<file path="src/rtl/div_fixedpoint_hs_pkg.sv">
// div_pkg: shared state encoding and width helpers for the div_fixedpoint_hs divider.
package div_pkg;
   typedef enum logic [1:0] {IDLE, CALC, DONE} state_t;
   function automatic int qw(input int width, input int frac);
      return width + frac;
   endfunction
   function automatic int cnt_w(input int width, input int frac);
      return $clog2(width + frac + 1);
   endfunction
endpackage

</file>
<file path="src/rtl/div_fixedpoint_hs_if.sv">
// div_fixedpoint_hs_if: operand and result handshake bundle of div_fixedpoint_hs.
interface div_fixedpoint_hs_if #(parameter int WIDTH = 48, parameter int FRAC = 16, parameter int TAG_W = 4);
   import div_pkg::*;
   localparam int QW = qw(WIDTH, FRAC);
   logic in_valid_i, in_ready_o, out_valid_o, out_ready_i, dz_o, ovf_o;
   logic [WIDTH-1:0] n_i, d_i, r_o;
   logic [TAG_W-1:0] tag_i, tag_o;
   logic [QW-1:0] q_o;
   modport slave (input in_valid_i, n_i, d_i, tag_i, out_ready_i,
                  output in_ready_o, out_valid_o, q_o, r_o, tag_o, dz_o, ovf_o);
   modport master (output in_valid_i, n_i, d_i, tag_i, out_ready_i,
                   input in_ready_o, out_valid_o, q_o, r_o, tag_o, dz_o, ovf_o);
endinterface

</file>
<file path="src/rtl/div_fixedpoint_hs_step.sv">
// div_step: one restoring division iteration on a WIDTH+1 bit shifted partial remainder.
module div_step #(parameter int WIDTH = 48) (
   input  logic [WIDTH-1:0] rem_i,
   input  logic [WIDTH-1:0] d_i,
   input  logic             bit_i,
   output logic [WIDTH-1:0] rem_o,
   output logic             q_bit_o
);
   logic [WIDTH:0] sh;
   always_comb begin
      sh = {rem_i, bit_i};
      q_bit_o = sh >= {1'b0, d_i};
      rem_o = q_bit_o ? WIDTH'(sh - {1'b0, d_i}) : sh[WIDTH-1:0];
   end
endmodule

</file>
<file path="src/rtl/div_fixedpoint_hs.sv">
// div_fixedpoint_hs: iterative radix-2 restoring fixed-point divider, q = (n << FRAC) / d, with handshakes.
// Define DIV_FIXEDPOINT_SIGNED_EN for two's complement operands with saturation and one extra fix-up cycle.
module div_fixedpoint_hs
   import div_pkg::*;
#(
   parameter int WIDTH = 48,
   parameter int FRAC  = 16,
   parameter int TAG_W = 4
) (
   input logic clk_i,
   input logic rst_n_i,
   div_fixedpoint_hs_if.slave bus
);
   localparam int QW = qw(WIDTH, FRAC);
   localparam int CW = cnt_w(WIDTH, FRAC);
`ifdef DIV_FIXEDPOINT_SIGNED_EN
   localparam logic [CW-1:0] FIX = CW'(1);
   localparam logic [QW-1:0] MIN = {1'b1, {(QW-1){1'b0}}};
   logic sn_q, sn_d, neg_q, neg_d, sat;
`else
   localparam logic [CW-1:0] FIX = '0;
`endif
   state_t state_q, state_d;
   logic [1:0] sync_q;
   logic rst_n, q_bit;
   logic [CW-1:0] cnt_q, cnt_d;
   logic [QW-1:0] dvd_q, dvd_d, q_q, q_d;
   logic [WIDTH-1:0] rem_q, rem_d, den_q, den_d, r_q, r_d, rem_nx, r_mag, n_mag, d_mag;
   logic [TAG_W-1:0] tag_q, tag_d;
   logic dz_q, dz_d, ovf_q, ovf_d, vld_q, vld_d;

   always_ff @(posedge clk_i or negedge rst_n_i) begin
      if (!rst_n_i) sync_q <= '0;
      else sync_q <= {sync_q[0], 1'b1};
   end
   assign rst_n = sync_q[1];

   div_step #(.WIDTH(WIDTH)) u_step (
      .rem_i(rem_q), .d_i(den_q), .bit_i(dvd_q[QW-1]), .rem_o(rem_nx), .q_bit_o(q_bit)
   );

   // dvd_q shifts dividend bits out of the top while quotient bits fill in from the bottom
`ifdef DIV_FIXEDPOINT_SIGNED_EN
   assign n_mag = bus.n_i[WIDTH-1] ? WIDTH'(-bus.n_i) : bus.n_i;
   assign d_mag = bus.d_i[WIDTH-1] ? WIDTH'(-bus.d_i) : bus.d_i;
   assign sat = neg_q ? (dvd_q > MIN) : dvd_q[QW-1];
`else
   assign n_mag = bus.n_i;
   assign d_mag = bus.d_i;
`endif
   assign r_mag = dz_q ? dvd_q[QW-1 -: WIDTH] : rem_q;

   always_comb begin
      state_d = state_q;
      cnt_d = cnt_q;
      dvd_d = dvd_q;
      rem_d = rem_q;
      den_d = den_q;
      tag_d = tag_q;
      dz_d = dz_q;
      q_d = q_q;
      r_d = r_q;
      ovf_d = ovf_q;
      vld_d = vld_q;
`ifdef DIV_FIXEDPOINT_SIGNED_EN
      sn_d = sn_q;
      neg_d = neg_q;
`endif
      if (state_q == IDLE && bus.in_valid_i) begin
         dvd_d = QW'(n_mag) << FRAC;
         den_d = d_mag;
         rem_d = '0;
         tag_d = bus.tag_i;
         dz_d = bus.d_i == '0;
`ifdef DIV_FIXEDPOINT_SIGNED_EN
         sn_d = bus.n_i[WIDTH-1];
         neg_d = bus.n_i[WIDTH-1] ^ bus.d_i[WIDTH-1];
`endif
         // divide-by-zero still waits one settle cycle in DONE before presenting
         cnt_d = dz_d ? CW'(1) + FIX : CW'(QW);
         state_d = dz_d ? DONE : CALC;
      end
      if (state_q == CALC) begin
         dvd_d = {dvd_q[QW-2:0], q_bit};
         rem_d = rem_nx;
         cnt_d = cnt_q == 1 ? FIX : cnt_q - CW'(1);
         state_d = cnt_q == 1 ? DONE : CALC;
      end
      if (state_q == DONE) begin
         if (cnt_q != '0) cnt_d = cnt_q - CW'(1);
         else if (!vld_q) begin
            vld_d = 1'b1;
`ifdef DIV_FIXEDPOINT_SIGNED_EN
            r_d = sn_q ? WIDTH'(-r_mag) : r_mag;
            q_d = dz_q ? (sn_q ? MIN : ~MIN) : sat ? (neg_q ? MIN : ~MIN) : neg_q ? QW'(-dvd_q) : dvd_q;
            ovf_d = !dz_q && sat;
`else
            r_d = r_mag;
            q_d = dz_q ? '1 : dvd_q;
`endif
         end else if (bus.out_ready_i) begin
            vld_d = 1'b0;
            state_d = IDLE;
         end
      end
   end

   always_ff @(posedge clk_i or negedge rst_n) begin
      if (!rst_n) begin
         state_q <= IDLE;
         cnt_q <= '0;
         dvd_q <= '0;
         rem_q <= '0;
         den_q <= '0;
         tag_q <= '0;
         dz_q <= 1'b0;
         q_q <= '0;
         r_q <= '0;
         ovf_q <= 1'b0;
         vld_q <= 1'b0;
`ifdef DIV_FIXEDPOINT_SIGNED_EN
         sn_q <= 1'b0;
         neg_q <= 1'b0;
`endif
      end else begin
         state_q <= state_d;
         cnt_q <= cnt_d;
         dvd_q <= dvd_d;
         rem_q <= rem_d;
         den_q <= den_d;
         tag_q <= tag_d;
         dz_q <= dz_d;
         q_q <= q_d;
         r_q <= r_d;
         ovf_q <= ovf_d;
         vld_q <= vld_d;
`ifdef DIV_FIXEDPOINT_SIGNED_EN
         sn_q <= sn_d;
         neg_q <= neg_d;
`endif
      end
   end

   assign bus.in_ready_o = state_q == IDLE;
   assign bus.out_valid_o = vld_q;
   assign bus.q_o = q_q;
   assign bus.r_o = r_q;
   assign bus.tag_o = tag_q;
   assign bus.dz_o = dz_q;
   assign bus.ovf_o = ovf_q;
endmodule
</file>
<file path="src/flat_wrapper.sv">
// flat-port wrapper written by rule: the top's interface ports become plain ports
module div_fixedpoint_hs_flat import div_pkg::*;
#(
   parameter int WIDTH = 48,
   parameter int FRAC  = 16,
   parameter int TAG_W = 4
)
  (clk_i, rst_n_i, bus_in_valid_i, bus_n_i, bus_d_i, bus_tag_i, bus_out_ready_i, bus_in_ready_o, bus_out_valid_o, bus_q_o, bus_r_o, bus_tag_o, bus_dz_o, bus_ovf_o);
  div_fixedpoint_hs_if #(.WIDTH(WIDTH), .FRAC(FRAC), .TAG_W(TAG_W)) bus_i ();
  input logic clk_i;
  input logic rst_n_i;
  input wire logic [$bits(bus_i.in_valid_i)-1:0] bus_in_valid_i;
  input wire logic [$bits(bus_i.n_i)-1:0] bus_n_i;
  input wire logic [$bits(bus_i.d_i)-1:0] bus_d_i;
  input wire logic [$bits(bus_i.tag_i)-1:0] bus_tag_i;
  input wire logic [$bits(bus_i.out_ready_i)-1:0] bus_out_ready_i;
  output wire logic [$bits(bus_i.in_ready_o)-1:0] bus_in_ready_o;
  output wire logic [$bits(bus_i.out_valid_o)-1:0] bus_out_valid_o;
  output wire logic [$bits(bus_i.q_o)-1:0] bus_q_o;
  output wire logic [$bits(bus_i.r_o)-1:0] bus_r_o;
  output wire logic [$bits(bus_i.tag_o)-1:0] bus_tag_o;
  output wire logic [$bits(bus_i.dz_o)-1:0] bus_dz_o;
  output wire logic [$bits(bus_i.ovf_o)-1:0] bus_ovf_o;
  assign bus_i.in_valid_i = bus_in_valid_i;
  assign bus_i.n_i = bus_n_i;
  assign bus_i.d_i = bus_d_i;
  assign bus_i.tag_i = bus_tag_i;
  assign bus_i.out_ready_i = bus_out_ready_i;
  assign bus_in_ready_o = bus_i.in_ready_o;
  assign bus_out_valid_o = bus_i.out_valid_o;
  assign bus_q_o = bus_i.q_o;
  assign bus_r_o = bus_i.r_o;
  assign bus_tag_o = bus_i.tag_o;
  assign bus_dz_o = bus_i.dz_o;
  assign bus_ovf_o = bus_i.ovf_o;
  div_fixedpoint_hs #(.WIDTH(WIDTH), .FRAC(FRAC), .TAG_W(TAG_W)) u_core (.clk_i(clk_i), .rst_n_i(rst_n_i), .bus(bus_i));
endmodule
</file>
<file path="config.mk">
export PLATFORM = sky130hd
export DESIGN_NAME = div_fixedpoint_hs_flat
export DESIGN_NICKNAME = d
export VERILOG_FILES = /design/src/rtl/div_fixedpoint_hs_pkg.sv /design/src/rtl/div_fixedpoint_hs_if.sv /design/src/rtl/div_fixedpoint_hs_step.sv /design/src/rtl/div_fixedpoint_hs.sv /design/src/flat_wrapper.sv
export SDC_FILE = /design/constraint.sdc
export NUM_CORES = 1
export LEC_CHECK = 0
export ABC_AREA = 1
export CORE_MARGIN = 2
export CORE_UTILIZATION = 30
export DETAILED_ROUTE_END_ITERATION = 16
export PLACE_DENSITY = 0.59
export SYNTH_ARGS = -nofsm -noshare
export SYNTH_HDL_FRONTEND = slang
export SYNTH_SLANG_ARGS = --single-unit
</file>
<file path="constraint.sdc">
create_clock -name clk_i -period 11 [get_ports clk_i]
set_input_delay 1.65 -clock clk_i [delete_from_list [all_inputs] [get_ports clk_i]]
set_output_delay 1.65 -clock clk_i [all_outputs]
set_load 0.005 [all_outputs]
</file>
==> flow_summary_export.csv, run 1 <==
group,metric,value,unit
grt,grt_pass1_vias,15900,
routing,routed_wl,54900,microns
floorplanning,rows,87,
layout,nets,2712,
synth,synth_area_leaders,"dfrtp_1, nand2_1, inv_1",
sta,tightestPinTransition,1.09,ns
synth,synth.distinct_cells,43,
synth,async_reset_ff_share,100,%
grt,grt_max_degree,109,
layout,synthToLayoutAreaGrowth,23.1,%
floorplanning,pin_count,224,
routing,vias_per_cell,4.77,
placement,dpl_worst_slack,6.47,ns
clock_tree,cts_root_buffer,"clkbuf_16",
power,p_int,0.00372,W
layout,layout-drive-gt1-share,3.99,%
power,p_per_area,338,nW/um^2
sta,finalHoldViolations,0,
floorplanning,coreArea,56200,sq um
floorplanning,die_h,242,microns
synth,syn_nets,2545,
sta,period_needed,4.23,ns
grt,antenna_found_initial,0,
grt,grt.total_usage,18.6,%
synth,synth_top_cell_area_share,42.6,%
sta,worst_slack,6.77,ns
power,p_leak,10.4,nW
grt,grt_pass1_wl,88000,microns
placement,place_congestion,0.957,
critical_path,crit_type,"reg -> reg",
placement,portBuffers,222,
power,peakVddDrop,0.133,mV
clock_tree,cts_sinks,289,
clock_tree,cts_hold_buf,0,
layout,stdcell_count,3337,
clock_tree,cts_resized,0,
clock_tree,clkTransAtPathRegs,0.06,ns
synth,synth_edf_count,0,
clock_tree,post_cts_buffers,0,
synth,synth_flop_cell,"dfrtp_1",
floorplanning,die_w,242,microns
power,power_frac_seq,27.9,%
clock_tree,cts_tree,"yes",
floorplanning,initial_utilization,30.2,%
critical_path,cp-start-kind,"flip-flop",
routing,dr.pass1.iters,7,
placement,dp.cells,3281,
sta,slew_viol_final,0,
sta,clock_skew,0.0225,ns
routing,wl_per_cell,16.4,microns
sta,period_share,38.5,%
power,pwr-share-clk,15.2,%
sta,tns,0,ns
flow_run,drv_cap,0,
clock_tree,clk_latency,0.59,ns
synth,mappedNetlistArea,17000,sq um
sta,rsz0062_at_grt,"false",
synth,synthCells,2390,
synth,synth_seq_area_share,42.6,%
sta,maxSlewHeadroom,27.4,%
synth,ys_warn_count,0,
min_path,whs_path_depth,0,
routing,route.vias.total,15900,
routing,drtIter0Drc,1109,
power,pwr-share-comb,56.8,%
critical_path,critPathRequiredTime,11.51,ns
sta,setup_violations,0,
synth,synth_area_per_cell,7.10,sq um
power,p_sw_share,47.3,%
placement,dp_hpwl,41600,microns
critical_path,worst-r2r-cell-count,13,
clock_tree,cts.path.max_buffers,3,
critical_path,critPathMaxFanout,37,
routing,ant_nets,0,
grt,gr-total-overflow,0,
clock_tree,h-tree-depth,1,
routing,drc,0,
sta,max_freq,0.236,GHz
critical_path,cp_data_arrival_time,4.74,ns
synth,synth_top_cell_by_area,"dfrtp_1",
outcome,status,"finished, final reports clean",
power,netSwitchingPower,0.00334,W
critical_path,endpoint_kind,"flip-flop",
layout,diodes,0,
synth,synth_seq_cells,289,
min_path,hold_class,"reg -> reg",
clock_tree,cts_made_buffers,30,
floorplanning,die_area,58500,sq um
-- cells in the final DEF (no fill, tap or decap), types with 4 or more instances in the layout --
cell             netlist  routed
buf_4                  1      16
clkdlybuf4s50_1        0     222
nand4_1               61      61
o21ai_1               13      13
inv_1                435     435
a221oi_1              25      25
nor3_1                34      34
xnor2_1               25      25
a21oi_1               32      32
o22ai_1               15      15
o21ai_0              294     294
o21a_1                 4       4
o211ai_1              24      24
nand3_1               96      96
nor2_2                 4       4
ha_1                  50      50
dfrtp_1              289     287
clkinv_2               0       8
xor2_1                 4       4
clkbuf_16              0      30
inv_2                 13      13
nor2_1                94      92
nand3b_1               7       7
o21bai_1               8       8
nand2_1              734     732
bufinv_16              0       4
clkinvlp_4             0       5
-- cell usage after synthesis, types with 7 or more instances --
cell,count
inv_1,435
nor3_1,34
buf_2,11
dfrtp_1,289
xnor2_1,25
o22ai_1,15
nand2_1,734
nand4_1,61
o21ai_0,294
inv_2,13
buf_6,7
nand3b_1,7
ha_1,50
nand3_1,96
a21oi_1,32
nor2_1,94
clkbuf_1,81
o21bai_1,8
a221oi_1,25
o211ai_1,24
o21ai_1,13
-- per-stage QoR --
stage | area [sq um] | total power, W | hold slack [ns] | util [%]
2_1_floorplan | 17000 | 0.00453 | 0.331 | -
3_3_place_gp | 19800 | 0.00590 | 0.338 | 35.3
3_5_place_dp | 19800 | 0.00597 | 0.338 | 35.3
4_1_cts | 20900 | 0.00708 | 0.353 | 37.2
5_1_grt | 20900 | 0.00772 | 0.356 | 37.2
6_report | 20900 | 0.00706 | 0.351 | 37.2
-- power groups by stage --
| stage | combinational [W] | clock [W] | sequential (W) |
|---|---|---|---|
| final | 0.00401 | 0.00107 | 0.00197 |
| after global routing | 0.00454 | 0.00115 | 0.00203 |
| after detailed placement | 0.00399 | 0 | 0.00199 |
| after global placement | 0.00394 | 0 | 0.00197 |
| after floorplan | 0.00267 | 0 | 0.00186 |
| after CTS | 0.00401 | 0.00110 | 0.00197 |
-- critical path: stages, from the launching register on --
cell	delay [ns]
dfrtp_1	0.42
ha_1	0.43
nand2_1	0.12
inv_1	0.09
nand2_1	0.10
nor3_1	0.42
and3_1	0.26
nand2_2	0.49
nand3_2	0.66
buf_4	0.41
nand2_1	0.43
nand2_1	0.17
nand2_1	0.08
nand2_1	0.07
-- flip-flops by register name, summed over array words and instances (netlist names) --
register and count:
u_core.sync_q 2, u_core.bus.r_o 48, u_core.cnt_q 7, u_core.dvd_q 64
u_core.bus.out_valid_o 1, u_core.den_q 48, u_core.bus.q_o 64, u_core.state_q 2
u_core.bus.tag_o 4, u_core.rem_q 48, u_core.bus.dz_o 1
-- final timing paths --
kind,endpoint,slack [ns],startpoint
min in group asynchronous,u_core.bus.r_o[16],0.39,u_core.sync_q[1]
max,u_core.rem_q[43],6.77,u_core.rem_q[43]
min,u_core.sync_q[1],0.35,u_core.sync_q[0]
max reg2reg,u_core.rem_q[43],6.77,u_core.rem_q[43]
max in group asynchronous,u_core.den_q[34],8.12,u_core.sync_q[1]
min reg2reg,u_core.sync_q[1],0.35,u_core.sync_q[0]
-- area by class of cell --
type | instances | area (sq um)
Inverter | 449 | 1690
Clock inverter | 20 | 234
Sequential cell | 289 | 7240
Multi-Input combinational cell | 1549 | 7630
Fill cell | 5937 | 35300
Clock buffer | 36 | 803
Timing Repair Buffer | 238 | 2340
Tap cell | 756 | 946
-- kinds of logic (layout without fill, tap and decap cells) --
family	count (synthesis)	in the layout	synth area share (%)
and+or+nand+nor	1046	1046	25.6
buffers and inverters	552	743	12.6
AOI/OAI and AO/OA	421	421	13.8
DFF	289	289	42.6
adders and majority gates	51	51	3.80
xor gates and xnor gates	29	29	1.50
other	2	2	0.0443
-- metal layers --
layer  up-vias  part of all wire [%]  routed length, microns  track usage [%]
li1       7885                     -                       -                -
met1      7476                    46                   25400             25.9
met2       478                    46                   25100             30.2
met3        76                   5.2                    2860             2.23
met4         0                   2.7                    1490             5.68
met5         -                     0                       0                0
(Power assumes the default switching activity.)
==> run 2: changes to the inputs <==
Clock period 11 ns to 4.44 ns, I/O delays scaled along.
==> run 2 against run 1 <==
Net effect:
- worst setup slack worse by 5.3 ns
- non-clock buffer count grew 3
- wire length is 2.9% higher
- clock power rose by 150%
- via count decreased by 0.57%
- utilization increased by 0.073 points
- largest power group unchanged
- global-route usage increased by 0.33 points
- sequential power increased by 150%
==> flow_summary_export.csv, run 2 (synthesis gave the netlist of run 1 again) <==
group,metric,value,unit
critical_path,cp_data_arrival_time,3.44,ns
clock_tree,clkTransAtPathRegs,0.06,ns
critical_path,slowest_delay,0.50,ns
sta,clock_skew,0.0264,ns
sta,tns,0,ns
layout,synthToLayoutAreaGrowth,23.3,%
layout,final_common_cell,"nand2_1",
grt,grt.total_usage,18.9,%
min_path,hold_class,"in -> async",
sta,maxSlewHeadroom,33.3,%
clock_tree,cts_hold_buf,0,
sta,period_share,66.9,%
critical_path,startpoint,"u_core.rem_q[40]",
clock_tree,cts_made_buffers,31,
floorplanning,rows,87,
clock_tree,post_cts_buffers,0,
sta,period_needed,2.97,ns
grt,gr-total-overflow,0,
clock_tree,cts_sinks,289,
sta,tightestPinTransition,1.00,ns
layout,mostFrequentLayoutCells,"nand2_1, inv_1, o21ai_0",
routing,routed_wl,56500,microns
layout,diodes,0,
sta,holdWs,0.238,ns
critical_path,crit_type,"reg -> reg",
clock_tree,cts_resized,0,
critical_path,slowest_stage,"buf_4",
sta,max_freq,0.336,GHz
placement,dp.cells,3284,
grt,grt_max_degree,129,
grt,grt_pass1_wl,88800,microns
power,total_power,0.0176,W
floorplanning,die_area,58500,sq um
sta,setup_violations,0,
critical_path,critPathRequiredTime,4.91,ns
floorplanning,die_h,242,microns
critical_path,cp-start-kind,"flip-flop",
routing,ant_nets,0,
power,p_per_area,839,nW/um^2
clock_tree,h-tree-depth,1,
routing,drc,0,
grt,antenna_found_initial,0,
critical_path,rrSetupSlack,1.47,ns
placement,dp_hpwl,42700,microns
routing,dr.pass1.iters,5,
critical_path,cp_num_cells,11,
outcome,status,"finished, final reports clean",
floorplanning,die_w,242,microns
critical_path,crit_top_cell,"nand2_1",
placement,portBuffers,222,
critical_path,worstReg2RegStart,"u_core.rem_q[40]",
power,peakVddDrop,0.378,mV
grt,grt_pass1_vias,15500,
sta,slew_viol_final,0,
sta,finalHoldViolations,0,
layout,final_util,37.2,%
sta,rsz0062_at_grt,"false",
floorplanning,pin_count,224,
critical_path,critPathMaxFanout,48,
layout,nets,2716,
placement,place_congestion,0.940,
clock_tree,cts_tree,"yes",
floorplanning,initial_utilization,30.2,%
critical_path,r2r_end,"u_core.rem_q[34]",
routing,wl_per_cell,16.9,microns
critical_path,critical_path.top_delay_family,"simple AND/OR/NAND/NOR gates",
routing,drtIter0Drc,1071,
floorplanning,coreArea,56200,sq um
clock_tree,cts_root_buffer,"clkbuf_16",
clock_tree,clk_latency,0.60,ns
critical_path,worst-r2r-cell-count,11,
routing,vias_per_cell,4.74,
layout,stdcell_count,3341,
power,p_leak,10.5,nW
critical_path,critical_path.cell_chain,"ha_1 -> nand2_1 -> nor2_1 -> nand4_1 -> nor3_2 -> nand4_2 -> nand3_2 -> buf_4 -> nand2_1 -> nand3_1 -> nand2_1",
critical_path,endpoint_kind,"flip-flop",
layout,layout-drive-gt1-share,4.18,%
routing,route.vias.total,15800,
critical_path,cp_num_buf_inv,1,
clock_tree,cts.path.max_buffers,3,
flow_run,drv_cap,0,
==> run 2: worst max-delay path by stage <==
| stage | slack (ns) | to |
|---|---|---|
| 6_report | 1.47 | u_core.rem_q[34] |
| 3_5_place_dp | 1.35 | u_core.dvd_q[27] |
| 5_1_grt | 1.21 | u_core.rem_q[34] |
| 4_1_cts | 1.42 | u_core.rem_q[34] |
| 3_3_place_gp | 1.40 | u_core.dvd_q[55] |
| 2_1_floorplan | 1.56 | u_core.bus.dz_o |
==> run 2: where the power goes <==
part           internal [W]  switching, W
sequential          0.00387      0.000989
clock               0.00152       0.00113
combinational       0.00381       0.00623
==> run 2: stage by stage <==
| stage | setup WS [ns] | instance area [sq um] |
|---|---|---|
| CTS | 1.42 | 20900 |
| finish | 1.47 | 20900 |
| detailed placement | 1.35 | 19900 |
| floorplan | 1.56 | 17000 |
| global route | 1.21 | 20900 |
| global placement | 1.40 | 19900 |
==> run 2: layer usage <==
metal,vias up,part of all wire (%),track usage (%)
li1,7899,-,-
met1,7460,48,26.7
met2,382,45,30.7
met3,83,4.6,2.11
met4,0,2.5,5.14
met5,-,0,0
==> run 2: area by class of cell <==
class,instances,area [sq um]
clock buffers,36,835
flip-flops and latches,289,7240
repair buffers,241,2390
well taps,756,946
multi-input cells,1549,7620
fillers,5935,35200
clock inverters,21,203
inverters,449,1690
==> run 2: worst register-to-register path, cell delays in order, from the launching register on <==
cell and delay, ns:
dfrtp_1 0.43, ha_1 0.38, nand2_1 0.15, nor2_1 0.30, nand4_1 0.22, nor3_2 0.24
nand4_2 0.17, nand3_2 0.13, buf_4 0.50, nand2_1 0.18, nand3_1 0.12, nand2_1 0.05
==> variant: new RTL, flow settings as in run 1 <==
Re-encode `state_t` (3 states) as one-hot, 3 bits wide.
--- a/src/rtl/div_fixedpoint_hs_pkg.sv
+++ b/src/rtl/div_fixedpoint_hs_pkg.sv
@@ -1,6 +1,6 @@
 // div_pkg: shared state encoding and width helpers for the div_fixedpoint_hs divider.
 package div_pkg;
-   typedef enum logic [1:0] {IDLE, CALC, DONE} state_t;
+   typedef enum logic [2:0] {IDLE = 3'b001, CALC = 3'b010, DONE = 3'b100} state_t;
    function automatic int qw(input int width, input int frac);
       return width + frac;
    endfunction
Formal check against the unedited RTL: same outputs for any inputs over 4 cycles, from zero or initial values and one cycle with rst_n_i low; so few cycles prove little.
==> variant against run 1 <==
Sequential share of layout area barely moved. Final area rose by 0.47%. Sequential cell count rose by 1. Wire length rose by 2.2%. Maximum frequency rose by 3.8%. Critical path depth fell by 3. Die area barely moved. Worst setup slack improved by 0.15 ns. Global-route usage rose by 0.26 points. Synthesized area barely moved. Highest routed layer unchanged.
Power is left out: it rests on default switching activity, and per cell area and clock period it moved more than threefold.
==> variant: results <==
set metrics [dict create \
    grt_pass1_wl_mm 88.2 \
    synth-compound-area-share_pct 13.9 \
    ys_top_cells_by_area "dfrtp_1 43%, nand2_1 16%, inv_1 9.8%" \
    clk_latency_ns 0.55 \
    viasPerCell 4.78 \
    cp_slowest_stage_delay_ns 0.85 \
    gp_congestion 0.946 \
    wl_met3_mm 2.93 \
    met3_usage_pct 2.76 \
    drive_above_1_share_pct 3.64 \
    grt_max_degree 122 \
    maxSlewHeadroom_pct 28.1 \
    critPathSlowestCell "nor4_1" \
    cp.arrival_ns 4.56 \
    grtUsageMet2_pct 30.0 \
    synthXorXnorAreaFrac_pct 1.44 \
    outcome "finished clean" \
    fin_worst_skew_ns 0.0238 \
    place_area_um2 19900 \
    wl_per_cell_um 16.8 \
    grt_pass1_vias 15400 \
    ys_types 44 \
    place_hpwl_mm 42.6 \
    finalNetCount 2716 \
    grt_usage_pct 18.9 \
    nFillCells 5919 \
    pre_cts_ws_ns 6.88 \
    cts_htree_levels 2 \
    drt-total-wl_mm 56.1 \
    cts_buffer_depth 3 \
    ys_seq_area_share_pct 42.7 \
]
[variant: cell types whose count changed after synthesis, sizes merged, moves of 2 or more]
cell,run 1,this run
nand3,98,95
nand2,736,739
a21oi,33,36
nor3,37,35
o21ai,307,304
[variant: area by class of cell]
type	instances	area (µm²)	area share (%)
Clock buffer	44	960	4.57
Tap cell	756	946	4.51
Clock inverter	12	154	0.734
Inverter	448	1680	8.02
Sequential cell	290	7270	34.6
Multi-Input combinational cell	1550	7640	36.4
Timing Repair Buffer	236	2330	11.1
[variant: path summary, 6_finish.rpt]
check | startpoint | endpoint | slack (ns)
max | u_core.rem_q[6] | u_core.rem_q[44] | 6.92
min | u_core.sync_q[0] | u_core.sync_q[1] | 0.35
max reg2reg | u_core.rem_q[6] | u_core.rem_q[44] | 6.92
min reg2reg | u_core.sync_q[0] | u_core.sync_q[1] | 0.35
max in group asynchronous | u_core.sync_q[1] | u_core.dvd_q[1] | 8.05
min in group asynchronous | u_core.sync_q[1] | u_core.rem_q[34] | 0.48
